### src/rtl/mrf_pkg.sv
// Shared types and parameter helpers for the matrix row fetcher.
package mrf_pkg;

  typedef enum logic [2:0] {
    ST_IDLE      = 3'd0,
    ST_REQ       = 3'd1,
    ST_WAIT_DATA = 3'd2,
    ST_UNPACK    = 3'd3,
    ST_DONE      = 3'd4
  } mrf_state_t;

  // Elements carried by one bus word.
  function automatic int unsigned mrf_epw(input int unsigned bus_w, input int unsigned data_w);
    return (data_w == 0) ? 0 : bus_w / data_w;
  endfunction

  // Bus words making up one row.
  function automatic int unsigned mrf_wpr(input int unsigned row_len, input int unsigned bus_w,
                                          input int unsigned data_w);
    int unsigned epw;
    epw = mrf_epw(bus_w, data_w);
    return (epw == 0) ? 0 : row_len / epw;
  endfunction

  // Counter width able to index n items, never below one bit.
  function automatic int unsigned mrf_cnt_w(input int unsigned n);
    return (n <= 1) ? 1 : $clog2(n);
  endfunction

endpackage

### src/rtl/mrf_word_unpacker.sv
// Holds one captured bus word and steps through its elements, one per write.
// MRF_LSB_FIRST_EN selects ascending element order; default is MSB-first.
module mrf_word_unpacker
  import mrf_pkg::*;
#(
  parameter int unsigned DATA_WIDTH = 8,
  parameter int unsigned BUS_WIDTH  = 64
) (
  input  logic                  clk,
  input  logic                  rst_n,
  input  logic                  load,
  input  logic [BUS_WIDTH-1:0]  load_word,
  input  logic                  advance,
  output logic [DATA_WIDTH-1:0] elem_c,
  output logic                  last_elem_c
);

  localparam int unsigned EPW = mrf_epw(BUS_WIDTH, DATA_WIDTH);
  localparam int unsigned EW  = mrf_cnt_w(EPW);

  logic [BUS_WIDTH-1:0] word_q, word_d;
  logic [EW-1:0]        elem_q, elem_d;
  logic [BUS_WIDTH-1:0] shifted_c;

  always_ff @(posedge clk or negedge rst_n) begin
    if (!rst_n) begin
      word_q <= '0;
      elem_q <= '0;
    end else begin
      word_q <= word_d;
      elem_q <= elem_d;
    end
  end

  assign last_elem_c = (elem_q == EW'(EPW - 1));

  always_comb begin
    word_d = word_q;
    elem_d = elem_q;
    if (load) begin
      word_d = load_word;
      elem_d = '0;
    end else if (advance) begin
      elem_d = last_elem_c ? '0 : elem_q + EW'(1);
    end
  end

  // Shift the selected element to the read-out end of the word.
`ifdef MRF_LSB_FIRST_EN
  always_comb begin
    shifted_c = word_q >> (32'(elem_q) * DATA_WIDTH);
    elem_c    = shifted_c[DATA_WIDTH-1:0];
  end
`else
  always_comb begin
    shifted_c = word_q << (32'(elem_q) * DATA_WIDTH);
    elem_c    = shifted_c[BUS_WIDTH-1 -: DATA_WIDTH];
  end
`endif

endmodule

### src/rtl/matrix_row_fetcher.sv
// Avalon-MM read master that streams NUM_ROWS rows into per-row FIFOs.
// Optional MRF_LSB_FIRST_EN (in the unpacker) reverses element order within a word.
module matrix_row_fetcher
  import mrf_pkg::*;
#(
  parameter int unsigned DATA_WIDTH = 8,
  parameter int unsigned BUS_WIDTH  = 64,
  parameter int unsigned NUM_ROWS   = 8,
  parameter int unsigned ROW_LEN    = 8,
  parameter int unsigned ADDR_WIDTH = 32
) (
  input  logic                           clk,
  input  logic                           rst_n,
  input  logic                           start,
  input  logic [ADDR_WIDTH-1:0]          base_addr,
  input  logic [ADDR_WIDTH-1:0]          row_stride,
  output logic                           busy,
  output logic                           fetch_done,
  output logic [ADDR_WIDTH-1:0]          mem_address,
  output logic                           mem_read,
  input  logic [BUS_WIDTH-1:0]           mem_readdata,
  input  logic                           mem_readdatavalid,
  input  logic                           mem_waitrequest,
  output logic [NUM_ROWS-1:0]            fifo_wren,
  output logic [NUM_ROWS*DATA_WIDTH-1:0] fifo_data,
  input  logic [NUM_ROWS-1:0]            fifo_full
);

  localparam int unsigned EPW    = mrf_epw(BUS_WIDTH, DATA_WIDTH);
  localparam int unsigned WPR    = mrf_wpr(ROW_LEN, BUS_WIDTH, DATA_WIDTH);
  localparam int unsigned ROW_W  = mrf_cnt_w(NUM_ROWS);
  localparam int unsigned WORD_W = mrf_cnt_w(WPR);

  if (DATA_WIDTH == 0 || (BUS_WIDTH % DATA_WIDTH) != 0) begin : g_bad_bus
    $error("BUS_WIDTH must be a non-zero multiple of DATA_WIDTH");
  end
  if (EPW == 0 || (ROW_LEN % EPW) != 0 || WPR == 0) begin : g_bad_row
    $error("ROW_LEN must be a non-zero multiple of BUS_WIDTH/DATA_WIDTH");
  end
  if (NUM_ROWS < 1) begin : g_bad_rows
    $error("NUM_ROWS must be at least 1");
  end

  mrf_state_t            state_q, state_d;
  logic [ROW_W-1:0]      row_q, row_d;
  logic [WORD_W-1:0]     word_q, word_d;
  logic [ADDR_WIDTH-1:0] stride_q, stride_d;
  logic [ADDR_WIDTH-1:0] row_base_q, row_base_d;
  logic [ADDR_WIDTH-1:0] addr_q, addr_d;

  logic                  wr_c;
  logic                  load_c;
  logic                  last_elem_c;
  logic                  last_word_c;
  logic                  last_row_c;
  logic [DATA_WIDTH-1:0] elem_c;

  assign last_word_c = (word_q == WORD_W'(WPR - 1));
  assign last_row_c  = (row_q == ROW_W'(NUM_ROWS - 1));
  assign load_c      = (state_q == ST_WAIT_DATA) && mem_readdatavalid;

  mrf_word_unpacker #(
    .DATA_WIDTH (DATA_WIDTH),
    .BUS_WIDTH  (BUS_WIDTH)
  ) u_unpacker (
    .clk         (clk),
    .rst_n       (rst_n),
    .load        (load_c),
    .load_word   (mem_readdata),
    .advance     (wr_c),
    .elem_c      (elem_c),
    .last_elem_c (last_elem_c)
  );

  always_ff @(posedge clk or negedge rst_n) begin
    if (!rst_n) begin
      state_q    <= ST_IDLE;
      row_q      <= '0;
      word_q     <= '0;
      stride_q   <= '0;
      row_base_q <= '0;
      addr_q     <= '0;
    end else begin
      state_q    <= state_d;
      row_q      <= row_d;
      word_q     <= word_d;
      stride_q   <= stride_d;
      row_base_q <= row_base_d;
      addr_q     <= addr_d;
    end
  end

  always_comb begin
    state_d = state_q;
    case (state_q)
      ST_IDLE:      if (start) state_d = ST_REQ;
      ST_REQ:       if (!mem_waitrequest) state_d = ST_WAIT_DATA;
      ST_WAIT_DATA: if (mem_readdatavalid) state_d = ST_UNPACK;
      ST_UNPACK:    if (wr_c && last_elem_c) state_d = (last_word_c && last_row_c) ? ST_DONE : ST_REQ;
      ST_DONE:      state_d = ST_IDLE;
      default:      state_d = ST_IDLE;
    endcase
  end

  // Row/word walk; the address tracks row_base + word incrementally.
  always_comb begin
    row_d      = row_q;
    word_d     = word_q;
    stride_d   = stride_q;
    row_base_d = row_base_q;
    addr_d     = addr_q;
    if (state_q == ST_IDLE && start) begin
      row_d      = '0;
      word_d     = '0;
      stride_d   = row_stride;
      row_base_d = base_addr;
      addr_d     = base_addr;
    end else if (state_q == ST_UNPACK && wr_c && last_elem_c) begin
      if (!last_word_c) begin
        word_d = word_q + WORD_W'(1);
        addr_d = addr_q + ADDR_WIDTH'(1);
      end else begin
        word_d = '0;
        if (!last_row_c) begin
          row_d      = row_q + ROW_W'(1);
          row_base_d = row_base_q + stride_q;
          addr_d     = row_base_q + stride_q;
        end
      end
    end
  end

  // FIFO enables follow fifo_full combinationally so a full FIFO is never written.
  always_comb begin
    mem_read    = (state_q == ST_REQ);
    mem_address = addr_q;
    busy        = (state_q != ST_IDLE);
    fetch_done  = (state_q == ST_DONE);
    fifo_data   = {NUM_ROWS{elem_c}};
    fifo_wren   = '0;
    if (state_q == ST_UNPACK) begin
      for (int r = 0; r < NUM_ROWS; r++) begin
        if (row_q == ROW_W'(r)) fifo_wren[r] = !fifo_full[r];
      end
    end
    wr_c = |fifo_wren;
  end

endmodule

### config.mk
export PLATFORM = sky130hd
export DESIGN_NAME = matrix_row_fetcher
export DESIGN_NICKNAME = d
export VERILOG_FILES = /design/src/rtl/mrf_pkg.sv /design/src/rtl/mrf_word_unpacker.sv /design/src/rtl/matrix_row_fetcher.sv
export SDC_FILE = /design/constraint.sdc
export NUM_CORES = 1
export LEC_CHECK = 0
export ABC_AREA = 1
export BUFFER_PORTS_ARGS = -buffer_cell sky130_fd_sc_hd__buf_2
export CAP_MARGIN = 20
export CORE_MARGIN = 10
export CORE_UTILIZATION = 38
export DETAILED_ROUTE_END_ITERATION = 16
export SLEW_MARGIN = 20
export SYNTH_ARGS = -nofsm -noshare
export SYNTH_HDL_FRONTEND = slang
export SYNTH_SLANG_ARGS = --single-unit
export TNS_END_PERCENT = 30
### constraint.sdc
create_clock -name clk -period 5.65 [get_ports clk]
set_clock_uncertainty 0.15 [all_clocks]
set_input_delay 1.13 -clock clk [delete_from_list [all_inputs] [get_ports clk]]
set_output_delay 1.13 -clock clk [all_outputs]
set_load 0.01 [all_outputs]
# [Word-level counts from Yosys, hierarchy flattened]
# Index checks and enable logic that the tools add are counted.
[totals] regBits=170 output_inout_bits=107 word_cells=89
[classes] n_eq_ne=19 n_mux=32 reduce_logical=23 n_shift=1 addsub=5 bitwise=1
[ops] cell="two-way mux 32 bit" count=7
[ops] cell="left shift 64 x 6 -> 64 bit" count=1
[ops] cell="two-way mux 3 bit" count=12
[ops] cell="adder 32 x 1 -> 32 bit, second input constant" count=1
[ops] cell="adder 32 bit" count=1
[ops] cell="equality test 3 bit, second input constant" count=6
[ops] cell="equality test 3 x 2 -> 1 bit, second input constant" count=4
[ops] cell="one-hot mux 3 bit (4 select lines)" count=1
[ops] cell="two-way mux 1 bit" count=11
[ops] cell="zero test 1 bit" count=8
[ops] cell="two-way mux 8 bit" count=1
[ops] cell="!= test 2 bit, second input constant" count=4
[ops] cell="OR reduction 8 bit" count=1
[ops] cell="adder 3 x 1 -> 3 bit, second input constant" count=2
[ops] cell="equality test 3 x 1 -> 1 bit, second input constant" count=2
[ops] cell="logical AND 1 bit" count=6
[ops] cell="zero test 3 bit" count=2
[ops] cell="!= test 2 x 1 -> 1 bit, second input constant" count=2
[ops] cell="AND reduction 4 bit" count=1
[ops] cell="nonzero test 2 bit" count=2
[ops] cell="!= test 3 x 2 -> 1 bit, second input constant" count=1
[ops] cell="AND reduction 3 bit" count=1
[ops] cell="nonzero test 3 bit" count=1
[ops] cell="AND reduction 2 bit" count=1
[ops] cell="2 further kinds" count=2

# [Logic depth before layout (Yosys ltp)]
# Gate-level depths: netlist (run 1).
[logic_depth] ltp_word=8 depth_mapped=14

# [Modules after synthesis]
# Synthesis (run 1) repeated with hierarchy kept, for this count alone.
[unflattened] hier_cells=1416 area_unflattened_um2=9416.5
[by_module_without_submodules] module="matrix_row_fetcher" seq_area_each_um2=1751.7 n_inst=1 area_each_um2=6125.9 cells_each=982
[by_module_without_submodules] module="mrf_word_unpacker" seq_area_each_um2=1676.6 n_inst=1 area_each_um2=3290.7 cells_each=434

# [Worst setup path before layout (run 1)]
# OpenSTA, ideal clock, no wires.
[synth_timing] path_type="reg-to-output" start="register u_unpacker.elem_q[1]" end="output port fifo_data[15]" required_ns=4.370 path_stages_with_launch=8 setup_slack_ns=2.528 n_path_buf=2 arrival_ns=1.842 cell_sequence="dfrtp_1 > inv_1 > clkbuf_1 > o21ai_0 > o22ai_1 > nor2_1 > a31oi_1 > buf_4"
[synth_via] elab_chain_cells=1
[synth_rtl] item="start, declared" line_no="mrf_word_unpacker.sv:22" source="logic [EW-1:0] elem_q, elem_d;"
[synth_rtl] item="start signal, assigned" line_no="mrf_word_unpacker.sv:31" source="elem_q <= elem_d;"
[synth_rtl] item="left shift 64 x 6 -> 64 bit" line_no="mrf_word_unpacker.sv:56" source="shifted_c = word_q << (32'(elem_q) * DATA_WIDTH);"
[synth_rtl] item="end, declared" line_no="matrix_row_fetcher.sv:25" source="output logic [NUM_ROWS*DATA_WIDTH-1:0] fifo_data,"
# No other way between the ends.

# [Worst setup path after layout (run 1)]
[layout_timing] start="register u_unpacker.elem_q[1]" end="output port fifo_data[3]"
# The elaborated chain is that of the path after synthesis.

==> reports/qor.yml, run 1 <==
outcome:
  outcome: "finished clean"
timing:
  fmax_mhz: 254
  fin_crit_sh_pct: 69.6
  tightest_slew_ns: 0.932
  max_slew_margin_pct: 37.9
  maxSlewViolCount: 0
  fin_crit_ns: 3.93
  finalHoldViolCount: 0
  postLayoutSetupSlackWorst_ns: 1.72
  fin_setup_tns_ns: 0
  rsz0062_at_grt: "false"
  setup_viol: 0
power:
  power.density_nw_per_um2: 631
  leakage_uw: 0.00651
  peakVddDrop_v: 0.000325
die:
  die_w_um: 175
  die-height_um: 175
  ios: 248
  rows: 56
  start_util_pct: 38.8
  core_area_sq_um: 23600
  dieArea_sq_um: 30700
routing:
  vias: 8765
  avgViaCountPerCell: 4.63
  first_pass_iters: 7
  drtAntennaViolNets: 0
  first_iter_violations: 567
  wl_per_cell_um: 15.1
  wl_um: 28700
  post-route-drc-count: 0
worst_setup_path:
  slowest_stage: "dfrtp_1"
  cp.arrival_ns: 2.65
  worst_ep_required_time_ns: 4.37
  path_cells: "inv_1 > o21ai_0 > o22ai_1 > nor2_1 > a31oi_1 > buf_2"
  critPathMaxFanout: 18
  max_stage_delay_ns: 0.60
  worstSetupEndpointType: "output port"
  path_class: "flop to output port"
  critPathLaunchType: "flop"
layout:
  antenna_cells: 0
  fin_nets: 1744
  fill_cells: 2534
  multi_input_area_sq_um: 4580
  final_layout_size_suffix_gt1_share_pct: 19.8
  regArea_sq_um: 3430
  area_delta_synth_final_pct: 18.2
flow_run:
  maxCapViolCount: 0
placed_design:
  finalWeightedCongestion: 0.932
  post-dp-hpwl_um: 21800
  pre_cts_ws_ns: 2.20
  port_buffers: 247
clock_network:
  insertion_delay_ns: 0.43
  htreeDepth: 4
  ctsResizeCount: 0
  cts.path.max_buffers: 2
  cts_buffers: 17
  cts-root-buf: "clkbuf_16"
  cts_num_sinks: 137
  post-cts-setup-buffers: 0
  cts.reportedPaths.clkPinSlew_ns: 0.06
  cts.hold.buffers_added: 0
  cts_tree: "built"
global_routing:
  antenna_found_initial: 0
  grt_overflow: 0
  grt_pass1_vias: 8940
  grt_usage_pct: 18.5
  grt_start_max_net_pins: 99
  grt_first_pass_wirelength_um: 46300
logic_synthesis:
  syn-num-nets: 1572
  seq_area_frac_synth_pct: 37.4
  netlist.area_leader.share_pct: 37.4
  synth_seq_cells: 137
  syn_area_per_cell_sq_um: 6.59
  yosys_warnings: 0
  synthArstFlopShare_pct: 100
  synth_area_leaders: "dfrtp_1, nand2_1, inv_1"
  yosysMostFrequentCell: "nand2_1"
  synth_ff_type: "dfrtp_1"
  synth_area_sq_um: 9160
  synthCells: 1391
  synth_top_area_cell: "dfrtp_1"
  synth_commonest_cells: "nand2_1, inv_1, dfrtp_1"
  ys_types: 39
  synth_edf_count: 0
worst_hold_path:
  hold_path.class: "flop to flop"
[logic make-up (layout without fill, tap and decap cells)]
kind of cell               count (synthesis)  after routing  share of synthesized area (%)
adders and majority gates                 40             40                           5.54
buffers and inverters                    244            429                           12.7
DFF                                      137            137                           37.4
AOI/OAI and AO/OA                        110            110                           6.75
xor gates and xnor gates                  11             11                           1.05
and+or+nand+nor                          848            848                           36.4
muxes                                      1              1                          0.109
[worst paths after layout]
check	start	endpoint	slack, ns	cells past startpoint
worst max-delay path	u_unpacker.elem_q[1]	fifo_data[3]	1.72	6
worst min-delay path	u_unpacker.word_q[34]	u_unpacker.word_q[34]	0.32	2
worst max register to register	row_q[0]	row_base_q[5]	2.98	13
worst min register to register	u_unpacker.word_q[34]	u_unpacker.word_q[34]	0.32	2
max in group asynchronous	rst_n	u_unpacker.word_q[7]	3.52	2
min in group asynchronous	rst_n	u_unpacker.word_q[25]	0.65	1
[power by group]
group	internal [uW]	total [uW]	switching (uW)
registers	1420	1730	307
logic	1420	3980	2560
clock network	641	1130	485
[worst max-delay path, delay by kind of cell (launching register included)]
kind	cells	cell delay [ns]
AOI/OAI and AO/OA	3	0.81
buffers and inverters	2	0.75
and+or+nand+nor	1	0.06
DFF	1	0.60
[through the flow]
step | instance area [sq um] | instances | power [uW] | utilization (%) | hold slack, ns
floorplan | 9160 | 1391 | 4950 | - | 0.287
detailed placement | 10200 | 1863 | 5770 | 43.4 | 0.308
CTS | 10800 | 1895 | 6940 | 45.9 | 0.323
finish | 10800 | 1895 | 6840 | 45.9 | 0.319
global route | 10800 | 1895 | 7540 | 45.9 | 0.332
global placement | 10200 | 1863 | 5730 | 43.4 | 0.302
[final cells by class]
| class | instances | share of cell area, % |
|---|---|---|
| flip-flops and latches | 137 | 31.7 |
| inverters | 144 | 5.03 |
| clock inverters | 13 | 1.24 |
| multi-input cells | 1010 | 42.3 |
| repair buffers | 253 | 11.9 |
| clock buffers | 19 | 4.18 |
| well taps | 319 | 3.69 |
[registers in the layout, indices dropped and copies added (netlist names)]
signal	flops
state_q	3
u_unpacker.elem_q	3
stride_q	32
row_base_q	32
u_unpacker.word_q	64
row_q	3
[cells in the final DEF, fill, tap and decap left out, drive strengths merged, types with 2 or more instances in the layout]
master,instances
a21oi,27
a31oi,8
and2,2
buf,253
clkbuf,19
clkinv,3
clkinvlp,5
dfrtp,137
ha,39
inv,148
nand2,638
nand3,57
nand4,3
nor2,135
nor3,4
o211ai,2
o21ai,56
o21bai,6
o22ai,10
or2,8
xnor2,9
xor2,2
[layer usage]
| layer | vias up | share of wire [%] | track usage (%) |
|---|---|---|---|
| met5 | - | 0 | 0 |
| met4 | 0 | 1.5 | 4.73 |
| met3 | 26 | 6.1 | 4.48 |
| met2 | 238 | 50 | 33.3 |
| met1 | 3947 | 42 | 21.6 |
| li1 | 4554 | - | - |
Note: power is estimated with default switching activity, not from simulation.
==> run 2, diff against run 1 <==
==> constraint.sdc (replaced) <==
create_clock -name clk -period 3.3 [get_ports clk]
set_clock_uncertainty 0.15 [all_clocks]
set_input_delay 0.66 -clock clk [delete_from_list [all_inputs] [get_ports clk]]
set_output_delay 0.66 -clock clk [all_outputs]
set_load 0.01 [all_outputs]
==> run 2 against run 1 <==
Compared with the run above: core utilization rose by 0.72 points; critical endpoint is now fifo_data[21]; highest routed layer unchanged; critical path type unchanged; first-iteration DRC count down 12%; sequential share of layout area fell by 0.49 points; register-to-register slack worse by 2.3 ns; clock power is 88% higher.
==> reports/qor.yml, run 2 (synthesized netlist as in run 1, its figures left out) <==
flow_run:
  maxCapViolCount: 0
worst_setup_path:
  reg2reg_slack_ns: 0.69
  critPathMaxFanout: 17
  cp.arrival_ns: 2.33
  path_class: "flop to output port"
  crit_end: "fifo_data[21]"
  cp_num_buf_inv: 2
  path_cells: "inv_1 > o21ai_0 > o22ai_1 > nor2_1 > a31oi_1 > buf_2"
  worstSetupEndpointType: "output port"
  max_stage_delay_ns: 0.40
  worst_ep_required_time_ns: 2.49
  critPathLaunchType: "flop"
  slowest_stage: "inv_1"
  r2r_end: "row_base_q[7]"
  crit_path_start: "u_unpacker.elem_q[1]"
  path_depth: 6
  cp_top_family: "compound AO/OA/AOI/OAI gates"
  rr_worst_depth: 13
  r2r_start: "row_q[0]"
worst_hold_path:
  hold_path.class: "primary input to flop"
  hold_depth: 3
routing:
  wl_um: 28000
  first_pass_iters: 5
  avgViaCountPerCell: 4.62
  vias: 8783
  post-route-drc-count: 0
  wl_per_cell_um: 14.7
  first_iter_violations: 498
  drtAntennaViolNets: 0
layout:
  fin_nets: 1750
  largest-register: "u_unpacker.word_q"
  final_layout_size_suffix_gt1_share_pct: 20.4
  layout_common_cells: "nand2_1, buf_2, inv_1, dfrtp_1, nor2_1"
  reg_top3: "u_unpacker.word_q (64), row_base_q (32), stride_q (32)"
  antenna_cells: 0
  largest_register_ffs: 64
  fill_cells: 2490
  layout.cells.most_common: "nand2_1"
  area_delta_synth_final_pct: 20.1
placed_design:
  finalWeightedCongestion: 0.878
  pre_cts_ws_ns: 0.463
  port_buffers: 247
  post-dp-hpwl_um: 21700
clock_network:
  cts_tree: "built"
  cts-root-buf: "clkbuf_16"
  cts.path.max_buffers: 2
  cts.reportedPaths.clkPinSlew_ns: 0.07
  cts_buffers: 17
  insertion_delay_ns: 0.43
  cts_num_sinks: 137
  htreeDepth: 4
timing:
  holdWs_ns: 0.270
  rsz0062_at_grt: "false"
  fin_setup_tns_ns: 0
  fin_crit_sh_pct: 95.0
  maxSlewViolCount: 0
  fmax_mhz: 319
  postLayoutSetupSlackWorst_ns: 0.164
  setup_viol: 0
  fin_crit_ns: 3.14
  finalHoldViolCount: 0
  max_slew_margin_pct: 61.2
  tightest_slew_ns: 0.582
die:
  dieArea_sq_um: 30700
  die_w_um: 175
  ios: 248
  die-height_um: 175
  core_area_sq_um: 23600
  start_util_pct: 38.8
  rows: 56
global_routing:
  grt_first_pass_wirelength_um: 45300
  grt_usage_pct: 18.0
  grt_pass1_vias: 8994
  grt_start_max_net_pins: 83
  antenna_found_initial: 0
  grt_overflow: 0
outcome:
  outcome: "finished clean"
power:
  power.density_nw_per_um2: 1080
  peakVddDrop_v: 0.000588
  leakage_uw: 0.00659
-- run 2: worst min-delay path: cells and delay by family --
kind	cells	cell delay [ns]
and+or+nand+nor	2	0.08
buffers and inverters	1	0.07
-- run 2: power breakdown --
group / switching (uW) / internal, uW / total, uW
logic: 4370 / 2490 / 6870
registers: 514 / 2430 / 2940
clock network: 869 / 1250 / 2120
-- run 2: timing repair --
action / CTS / global route
endpoints found under the hold margin: 23 / 0
hold buffers: 1 / 0
setup buffers: 0 / 0
resized for setup: 0 / 5
endpoints found under the setup margin: 0 / 64
-- run 2: routing by layer --
| metal | global-route usage (%) | wire (um) |
|---|---|---|
| met5 | 0 | 0 |
| met4 | 4.52 | 364 |
| met2 | 32.5 | 14000 |
| met3 | 4.40 | 1750 |
| met1 | 21.0 | 11900 |
-- run 2: cell type report --
cell class                 instances  area, sq um  share of cell area, %
clock buffer                      18          439                   3.99
tap                              319          399                   3.63
timing repair buffer             259         1370                   12.5
inverter                         144          547                   4.97
clock inverter                    14          205                   1.87
sequential                       137         3430                   31.2
multi-input combinational       1010         4610                   41.9
-- run 2: stage by stage --
stage               instances  util [%]  total power, uW  area, sq um
finish                   1901      46.6            11900        11000
floorplan                1391         -             8470         9160
global placement         1868      43.7             9810        10300
detailed placement       1868      43.7             9890        10300
CTS                      1901      46.5            12100        11000
global route             1901      46.6            13100        11000
-- run 2: how the worst min path moves through the flow --
stage	startpoint	endpoint	slack (ns)
after floorplan	rst_n	row_base_q[0]	0.21
after global placement	u_unpacker.word_q[50]	u_unpacker.word_q[50]	0.30
after detailed placement	u_unpacker.word_q[54]	u_unpacker.word_q[54]	0.31
after CTS	row_stride[1]	stride_q[1]	0.25
after global routing	row_stride[23]	stride_q[23]	0.27
final	row_stride[1]	stride_q[1]	0.27
